`src/rtl/rng_burst_packer.sv`:
```
// Buffers entropy bytes in a small FIFO and sends them to a UART as packets:
// HEADER, BURST_LEN, BURST_LEN data bytes, XOR checksum of the data bytes.
module rng_burst_packer #(
  parameter int         FIFO_DEPTH = 16,
  parameter int         BURST_LEN  = 8,
  parameter logic [7:0] HEADER     = 8'hA5,
  parameter bit         CONT_MODE  = 1'b0
) (
  input  logic                        clk,
  input  logic                        reset,
  input  logic                        trig,
  input  logic                        rnd_Valid,
  input  logic [7:0]                  rnd_Byte,
  output logic                        rnd_Ready,
  output logic                        tx_Start,
  output logic [7:0]                  tx_Data,
  input  logic                        tx_Done,
  output logic                        busy,
  output logic                        overflow,
  output logic [$clog2(FIFO_DEPTH):0] fifo_Count
);

  localparam int             AW      = $clog2(FIFO_DEPTH);
  localparam int             CW      = AW + 1;
  localparam logic [CW-1:0]  DEPTH_C = CW'(FIFO_DEPTH);
  localparam logic [7:0]     LEN_C   = 8'(BURST_LEN);

  typedef enum logic [1:0] {ST_IDLE, ST_SEND, ST_WAIT, ST_STALL} state_t;
  typedef enum logic [1:0] {FLD_HDR, FLD_LEN, FLD_DATA, FLD_CSUM} field_t;

  logic [7:0]    mem_q [FIFO_DEPTH];
  logic [AW-1:0] wrPtr_q, rdPtr_q;
  logic [CW-1:0] count_q, count_d;

  state_t     state_q;
  field_t     field_q;
  logic [7:0] dataIdx_q;
  logic [7:0] csum_q;
  logic [7:0] txData_q;
  logic       txStart_q;
  logic       busy_q;
  logic       overflow_q;

  logic       push;
  logic       pop;
  logic [7:0] head;
  logic       doneInWait;
  logic       lastData;
  logic       nextIsData;

  assign rnd_Ready  = (count_q != DEPTH_C);
  assign push       = rnd_Valid & rnd_Ready;
  assign head       = mem_q[rdPtr_q];
  assign fifo_Count = count_q;
  assign tx_Start   = txStart_q;
  assign tx_Data    = txData_q;
  assign busy       = busy_q;
  assign overflow   = overflow_q;

  // A pop happens whenever the FSM is about to emit a data byte and one is held.
  always_comb begin
    doneInWait = (state_q == ST_WAIT) & tx_Done;
    lastData   = ((dataIdx_q + 8'd1) == LEN_C);
    nextIsData = (field_q == FLD_LEN) | ((field_q == FLD_DATA) & ~lastData);
    pop        = (count_q != '0) & ((state_q == ST_STALL) | (doneInWait & nextIsData));
  end

  always_comb begin
    count_d = count_q;
    if (push && !pop)      count_d = count_q + 1'b1;
    else if (pop && !push) count_d = count_q - 1'b1;
  end

  always_ff @(posedge clk) begin
    if (push) mem_q[wrPtr_q] <= rnd_Byte;
  end

  always_ff @(posedge clk or negedge reset) begin
    if (!reset) begin
      wrPtr_q <= '0;
      rdPtr_q <= '0;
      count_q <= '0;
    end else begin
      if (push) wrPtr_q <= wrPtr_q + 1'b1;
      if (pop)  rdPtr_q <= rdPtr_q + 1'b1;
      count_q <= count_d;
    end
  end

  always_ff @(posedge clk or negedge reset) begin
    if (!reset) begin
      state_q    <= ST_IDLE;
      field_q    <= FLD_HDR;
      dataIdx_q  <= '0;
      csum_q     <= '0;
      txData_q   <= '0;
      txStart_q  <= 1'b0;
      busy_q     <= 1'b0;
      overflow_q <= 1'b0;
    end else begin
      txStart_q <= 1'b0;
      case (state_q)
        ST_IDLE: begin
          if (trig) begin
            state_q    <= ST_SEND;
            field_q    <= FLD_HDR;
            dataIdx_q  <= '0;
            csum_q     <= '0;
            txData_q   <= HEADER;
            txStart_q  <= 1'b1;
            busy_q     <= 1'b1;
            overflow_q <= 1'b0;
          end
        end
        ST_SEND: state_q <= ST_WAIT;
        ST_WAIT: begin
          if (tx_Done) begin
            case (field_q)
              FLD_HDR: begin
                field_q   <= FLD_LEN;
                txData_q  <= LEN_C;
                txStart_q <= 1'b1;
                state_q   <= ST_SEND;
              end
              FLD_LEN: begin
                field_q   <= FLD_DATA;
                dataIdx_q <= '0;
                state_q   <= ST_STALL;
              end
              FLD_DATA: begin
                if (lastData) begin
                  field_q   <= FLD_CSUM;
                  txData_q  <= csum_q;
                  txStart_q <= 1'b1;
                  state_q   <= ST_SEND;
                end else begin
                  dataIdx_q <= dataIdx_q + 8'd1;
                  state_q   <= ST_STALL;
                end
              end
              FLD_CSUM: begin
                if (CONT_MODE) begin
                  field_q    <= FLD_HDR;
                  dataIdx_q  <= '0;
                  csum_q     <= '0;
                  txData_q   <= HEADER;
                  txStart_q  <= 1'b1;
                  overflow_q <= 1'b0;
                  state_q    <= ST_SEND;
                end else begin
                  state_q <= ST_IDLE;
                  busy_q  <= 1'b0;
                end
              end
            endcase
          end
        end
        ST_STALL: ;
      endcase
      // A data byte entering the pipeline overrides the STALL chosen above.
      if (pop) begin
        txData_q  <= head;
        csum_q    <= csum_q ^ head;
        txStart_q <= 1'b1;
        state_q   <= ST_SEND;
      end
      if (rnd_Valid && !rnd_Ready) overflow_q <= 1'b1;
    end
  end

endmodule

```
`config.mk`:
```
export PLATFORM = sky130hd
export DESIGN_NAME = rng_burst_packer
export DESIGN_NICKNAME = d
export VERILOG_FILES = /design/src/rtl/rng_burst_packer.sv
export SDC_FILE = /design/constraint.sdc
export NUM_CORES = 1
export LEC_CHECK = 0
export CORE_UTILIZATION = 44
export CTS_BUF_LIST = sky130_fd_sc_hd__clkbuf_4 sky130_fd_sc_hd__clkbuf_8
export CTS_CLUSTER_SIZE = 20
export DETAILED_ROUTE_END_ITERATION = 10
export GPL_ROUTABILITY_DRIVEN = 0
export SYNTH_ARGS = -nofsm -noshare
export SYNTH_HDL_FRONTEND = slang
export SYNTH_SLANG_ARGS = --single-unit
```
`constraint.sdc`:
```
create_clock -name clk -period 3.2 [get_ports clk]
set_clock_uncertainty 0.05 [all_clocks]
set_input_delay 0.32 -clock clk [delete_from_list [all_inputs] [get_ports clk]]
set_output_delay 0.32 -clock clk [all_outputs]
set_load 0.02 [all_outputs]
```
==> results of run 1 <==
[Yosys cell counts (2+ instances only)]
master and count:
edfxtp_1 128, dfrtp_1 44, nand2_1 41, mux4_2 31
nor2_1 29, ha_1 20, inv_1 16, a21oi_1 13
o21ai_0 13, nor3_1 12, xnor2_1 10, clkbuf_1 9
o21ai_1 9, a21o_1 8, a31oi_1 8, nand3_1 8
a22o_1 7, mux2_2 6, a22oi_1 5, buf_2 5
and2_1 4, nand4_1 4, nor2b_1 4, nor4_1 4
buf_1 3, buf_4 3, mux4_1 3, nand2b_1 3
nor2_2 3, xor2_1 3, a221oi_1 2, buf_6 2
o211ai_1 2, o22ai_1 2, o31a_1 2, o41ai_1 2
[metal layers]
metal | up-vias | GRT usage (%) | share of wire (%)
li1 | 1996 | - | -
met1 | 2197 | 23.41 | 43
met2 | 97 | 29.87 | 49
met3 | 25 | 4.110 | 5.1
met4 | 0 | 7.386 | 2.6
met5 | - | 0 | 0
[path summary, 6_finish.rpt]
check,start,end,depth (start not counted)
min in group clk,csum_q[4],csum_q[4],1
worst min-delay path,reset,overflow,1
worst max-delay path,dataIdx_q[0],fifo_Count[4],14
worst min register to register,csum_q[4],csum_q[4],1
worst max register to register,dataIdx_q[0],fifo_Count[4],14
max in group asynchronous,reset,rdPtr_q[0],1
[registers in the layout, indices dropped and copies added (netlist names)]
register and flops:
dataIdx_q 8, busy 1, state_q 2, tx_Data 8
rdPtr_q 4, overflow 1, field_q 2, tx_Start 1
fifo_Count 5, mem_q 128, csum_q 8, wrPtr_q 4
[metrics by stage]
stage | cell area, um^2 | hold WS [ps] | util, % | worst slack (ps) | power [uW]
4_1_cts | 8579 | 8.623 | 51.37 | 170.0 | 7117
2_1_floorplan | 7571 | -25.59 | - | 70.73 | 4931
3_3_place_gp | 8235 | 405.2 | 49.31 | 215.8 | 5688
5_1_grt | 8597 | 40.91 | 51.48 | 37.99 | 7474
6_report | 8597 | -12.82 | 51.48 | 283.7 | 7040
3_5_place_dp | 8235 | 409.6 | 49.31 | 177.8 | 5751
[cell families (layout without fill, tap and decap cells)]
logic type      count (synthesis)  count (layout)  synth area share (%)
simple gates                  122             122                 7.625
xor+xnor                       13              13                 1.505
compound gates                 83              83                 7.741
buf+inv                        41             106                 2.696
mux                            42              42                 11.50
flops                         172             172                 65.37
fa+ha+maj                      21              21                 3.573
[area by class of cell]
class	count	area (um^2)	area share, %
clock buffer	17	234.0	2.722
inverter	17	63.81	0.7422
sequential	172	4949	57.56
tap	220	275.3	3.202
clock inverter	13	110.1	1.281
timing repair buffer	59	535.5	6.229
multi-input combinational	281	2430	28.26
[power groups by stage]
stage | clock [uW] | sequential, uW | combinational, uW
floorplan | 0 | 3070 | 1860
global placement | 0 | 3070 | 2620
detailed placement | 0 | 3090 | 2660
CTS | 1410 | 3040 | 2670
global route | 1490 | 3090 | 2900
finish | 1360 | 3040 | 2640
[what timing repair did]
action | in CTS | in global routing
endpoints found under the setup margin | 0 | 1
hold buffers | 0 | 0
resized for setup | 0 | 5
setup buffers | 0 | 1
==> reports/qor.yml, run 1 <==
status: "complete, but fails checks"
violations: "hold timing"
worstSkewPairLatency_ps: 450
drt_wl_total_um: 14840
antenna_found_initial: 0
synth_nets: 528
synth_top_flop_cell: "edfxtp_1"
max_stage_delay_ps: 450
dp_cells: 748
ant_nets: 0
cts_buffers: 17
swShare_pct: 35.23
area_delta_synth_final_pct: 13.65
r2r_slack_ps: 280
synthDistinctLibCells: 62
drive_above_1_share_pct: 20.57
cp_max_fo: 6
first_global_vias: 4385
cp_slowest_cell: "dfrtp_2"
cts_tree: "yes"
final_cell_mix: "edfxtp_1, nand2_1, dfrtp_1"
hpwl_um: 10110
finalMaxSlewViolations: 0
antenna_cells: 0
hold_viol_final: 11
route.vias.total: 4315
nFillCells: 1414
syn_area_mm2: 0.007565
htreeDepth: 4
start_util_pct: 45.30
rows: 47
first_iter_violations: 324
pwr-share-seq_pct: 43.2
cts_root_buf: "clkbuf_8"
clk_pin_slew_worst_paths_ps: 90
rsz0062_at_grt: "no"
worstMarginPinSlew_ps: 1013
grt_max_degree: 45
min_path_type: "in -> async"
clkSinkCount: 172
internal_power_uw: 4560
cp_top_family: "adder cells"
synth_seq_area_share_pct: 65.37
numPortBuffers: 29
drc: 0
io_pins: 30
maxCapViolCount: 0
setup_viol: 0
fin_crit_sh_pct: 91.13
ys_ff_latch: 172
whs_ps: -12.82
yosys.area.top_type: "edfxtp_1"
pwr-share-clk_pct: 19.3
peakVddDrop_mv: 0.3753
final_cell_count_no_fill: 779
postSynth.asyncResetShare_pct: 25.58
cp_num_buf_inv: 2
worstSetupPathType: "reg -> reg"
switchingPower_uw: 2480
fin_crit_ps: 2916
p_leak_uw: 0.003073
ys_top_cells_by_area: "edfxtp_1, dfrtp_1, mux4_2"
floorplan.die.width_um: 133.1
fmax_mhz: 342.9
gr-total-overflow: 0
crit_path_cell_trace: "ha_2, nor3_1, a31o_1, and4_1, nor2_2, inv_2, ha_1, inv_1, fa_2, a21o_1, a21oi_1, xnor2_1, nor2_1, xor2_1"
yosysTopAreaCellShare_pct: 50.81
synth_edf_count: 128
cp-end-kind: "flop"
cp.arrival_ps: 3200
via_per_inst: 5.539
fin_setup_tns_ps: 0
layout_commonest_cell: "edfxtp_1"
grt_pass1_wl_um: 24000
p_per_area_mw_per_mm2: 818.9
firstDrtPassIters: 7
syn_avg_cell_area_um2: 15.31
clockBufferDepth: 2
cp.required_ps: 3480
worst_setup_path_start_kind: "flop"
synth_warnings: 0
synthCells: 494
die_h_um: 133.1
layout.nets: 582
grt_use_total_pct: 18.15
dieArea_mm2: 0.01772
core_area_mm2: 0.01670
comb_power_share_pct: 37.5
avgRoutedWirePerCell_um: 19.05
slew_headroom_pct: 32.47
(Power assumes the default switching activity.)
==> inputs of run 2 (changes only) <==
--- a/config.mk
+++ b/config.mk
@@ -5,11 +5,13 @@
 export SDC_FILE = /design/constraint.sdc
 export NUM_CORES = 1
 export LEC_CHECK = 0
+export ABC_AREA = 1
 export CORE_UTILIZATION = 44
 export CTS_BUF_LIST = sky130_fd_sc_hd__clkbuf_4 sky130_fd_sc_hd__clkbuf_8
 export CTS_CLUSTER_SIZE = 20
 export DETAILED_ROUTE_END_ITERATION = 10
 export GPL_ROUTABILITY_DRIVEN = 0
+export RECOVER_POWER = 25
 export SYNTH_ARGS = -nofsm -noshare
 export SYNTH_HDL_FRONTEND = slang
 export SYNTH_SLANG_ARGS = --single-unit
==> run 2 against run 1 <==
Effect of this change: design area grew 0.54%; sequential share of layout area shrank 0.31 points; final cell count increased by 22%; global-route usage increased by 1.6 points; critical path type unchanged; core utilization down 0.085 points; routed wire length up 12%; hold slack gained 470 ps; die area grew 1.3%; sequential power is 1% lower; the run now ends clean; largest power group unchanged; setup slack got worse by 54 ps; non-clock buffer count shrank 9.
==> reports/qor.yml, run 2 <==
hpwl_um: 10870  # was 10,110 um
synth_nets: 709  # was 528
synthDistinctLibCells: 41  # was 62
finalMaxSlewViolations: 0  # unchanged
ant_nets: 0  # unchanged
yosysMostFrequentCell: "nand2_1"  # was edfxtp_1
grt_max_degree: 66  # was 45
first_iter_violations: 422  # was 324
cp.arrival_ps: 3270  # was 3200 ps
swShare_pct: 40.18  # was 35.23%
firstDrtPassIters: 5  # was 7
final_cell_mix: "nand2_1, edfxtp_1, dfrtp_1"  # was edfxtp_1, nand2_1, dfrtp_1
p_per_area_mw_per_mm2: 848.8  # was 818.9 mW/mm^2
route.vias.total: 5081  # was 4,315
worstSetupPathType: "reg -> reg"  # unchanged
synth_warnings: 0  # unchanged
floorplan.die.width_um: 134.0  # was 133.1 um
numPortBuffers: 29  # unchanged
synth_seq_area_share_pct: 64.54  # was 65.37%
yosysTopAreaCellShare_pct: 50.17  # was 50.81%
comb_power_share_pct: 40.3  # was 37.5%
cp-end-kind: "flop"  # unchanged
postSynth.asyncResetShare_pct: 25.58  # unchanged
cts_tree: "yes"  # unchanged
maxCapViolCount: 0  # unchanged
ys_top_cells_by_count: "nand2_1, edfxtp_1, dfrtp_1, a21oi_1, inv_1"  # was edfxtp_1, dfrtp_1, nand2_1, mux4_2, nor2_1
synthCells: 675  # was 494
fin_setup_tns_ps: 0  # unchanged
core_area_mm2: 0.01682  # was 0.01670 mm^2
largest_reg_flops: 128  # unchanged
power_uw: 7336  # was 7040 uW
worstMarginPinSlew_ps: 1010  # was 1013 ps
internal_power_uw: 4389  # was 4560 uW
post_dp_cell_area_mm2: 0.008229  # was 0.008235 mm^2
synth_top_flop_cell: "edfxtp_1"  # unchanged
crit_path_cell_trace: "buf_4, inv_1, nor2_2, nand2_1, nand3_1, nor2_2, nand3_2, nand2_2, nand2_2, nand2_2, nand2_4, nand2_8, ha_2, inv_1, fa_2, a21o_1, a21oi_2, nand2_1, nand2_1, nor2_1, xor2_1"  # was ha_2, nor3_1, a31o_1, and4_1, nor2_2, inv_2, ha_1, inv_1, fa_2, a21o_1, a21oi_1, xnor2_1, nor2_1, xor2_1
via_per_inst: 5.326  # was 5.539
clkSinkCount: 172  # unchanged
layout.nets: 754  # was 582
layout_commonest_cell: "nand2_1"  # was edfxtp_1
drc: 0  # unchanged
fin_crit_ps: 2970  # was 2916 ps
io_pins: 30  # unchanged
htreeDepth: 4  # unchanged
synth_edf_count: 128  # unchanged
pwr-share-seq_pct: 40.8  # was 43.2%
ys_top_cells_by_area: "edfxtp_1, dfrtp_1, nand2_1"  # was edfxtp_1, dfrtp_1, mux4_2
fin_crit_sh_pct: 92.82  # was 91.13%
syn_avg_cell_area_um2: 11.35  # was 15.31 um^2
cp_max_fo: 9  # was 6
cp_slowest_cell: "dfrtp_2"  # unchanged
first_global_vias: 4893  # was 4,385
avgRoutedWirePerCell_um: 17.44  # was 19.05 um
drive_above_1_share_pct: 10.23  # was 20.57%
dieArea_mm2: 0.01794  # was 0.01772 mm^2
ys_ff_latch: 172  # unchanged
grt_pass1_wl_um: 26560  # was 24,000 um
setup_viol: 0  # unchanged
syn_area_mm2: 0.007661  # was 0.007565 mm^2
clk_pin_slew_worst_paths_ps: 90  # about the same
drt_wl_total_um: 16640  # was 14,840 um
top_register: "mem_q"  # unchanged
yosys.area.top_type: "edfxtp_1"  # unchanged
p_leak_uw: 0.003403  # was 0.003073 uW
slew_headroom_pct: 32.68  # was 32.47%
setup_slack_ps: 229.6  # was 283.7 ps
peakVddDrop_mv: 0.3819  # was 0.3753 mV
cts_buffers: 17  # unchanged
pwr-share-clk_pct: 18.9  # was 19.3%
area_delta_synth_final_pct: 12.82  # was 13.65%
switchingPower_uw: 2948  # was 2480 uW
rows: 47  # unchanged
start_util_pct: 45.55  # was 45.30%
grt_use_total_pct: 19.78  # was 18.15%
worst_setup_path_start_kind: "flop"  # unchanged
pre_cts_slack_ps: 46.05  # was 177.8 ps
worstSkewPairLatency_ps: 460  # was 450 ps
status: "complete, no violations"  # was complete, but fails checks
cts_root_buf: "clkbuf_8"  # unchanged
min_path_type: "reg -> reg"  # was in -> async
gr-total-overflow: 0  # unchanged
clockBufferDepth: 2  # unchanged
die_h_um: 134.0  # was 133.1 um
max_stage_delay_ps: 450  # about the same
cp.required_ps: 3500  # was 3480 ps
final_area_mm2: 0.008643  # was 0.008597 mm^2
fmax_mhz: 336.7  # was 342.9 MHz
hold_viol_final: 0  # was 11
antenna_found_initial: 0  # unchanged
## run 2: timing repair
action,CTS,global route
endpoints found under the hold margin,28,0
setup endpoints to repair,0,2
buffers inserted,0,2
hold buffers,1,0
resized for setup,0,10
## run 2: cells by family (layout without fill, tap and decap cells)
| family | Yosys count | in the layout | synth area share (%) |
|---|---|---|---|
| adder cells (fa/ha/maj) | 21 | 21 | 3.528 |
| flip-flops | 172 | 172 | 64.54 |
| XOR/XNOR | 7 | 7 | 0.8003 |
| AND/OR/NAND/NOR | 254 | 254 | 14.08 |
| multiplexers | 31 | 31 | 4.050 |
| AO/OA/AOI/OAI | 122 | 122 | 9.130 |
| other | 0 | 1 | 0 |
| buffers and inverters | 68 | 126 | 3.871 |
## run 2: worst paths after layout
kind,slack [ps],end,cells after the start,start
worst max register to register,230,fifo_Count[4],21,dataIdx_q[0]
min in group asynchronous,510,busy,2,reset
max in group asynchronous,1900,dataIdx_q[0],2,reset
worst max-delay path,230,fifo_Count[4],21,dataIdx_q[0]
worst min register to register,450,csum_q[3],2,csum_q[3]
worst min-delay path,450,csum_q[3],2,csum_q[3]
## run 2: power by group through the flow
stage,sequential [uW],combinational [uW],clock [uW]
after floorplan,3070,1990,0
after global placement,3020,2870,0
after detailed placement,3040,2930,0
after CTS,2990,2940,1420
after global routing,3030,3300,1520
final,3000,2960,1380
## run 2: per-stage QoR
step,hold slack (ps),util [%],std cells
2_1_floorplan,-25.59,-,675
3_3_place_gp,420.8,48.93,918
3_5_place_dp,437.3,48.93,918
4_1_cts,458.8,51.08,951
5_1_grt,479.0,51.38,953
6_report,454.8,51.39,954
## run 2: worst max-delay path: cells and delay by family, from the launching register on
kind	cells	cell delay, ps
simple gates	13	1000
fa+ha+maj	2	560
flops	1	450
buf+inv	3	340
compound gates	2	310
xor+xnor	1	130
## run 2: per-layer routing
| metal | global-route usage, % | up-vias | part of all wire (%) |
|---|---|---|---|
| met3 | 3.817 | 19 | 3.6 |
| met5 | 0 | - | 0 |
| met1 | 26.10 | 2499 | 45 |
| met2 | 32.90 | 100 | 50 |
| li1 | - | 2463 | - |
| met4 | 6.376 | 0 | 1.5 |
## run 2: cell type report
cell class	count	area (um^2)
diodes	1	2.502
clock buffers	18	241.5
clock inverters	14	110.1
fillers	1517	8175
inverters	44	167.7
multi-input cells	435	2452
flip-flops and latches	172	4949
well taps	220	275.3
repair buffers	50	445.4
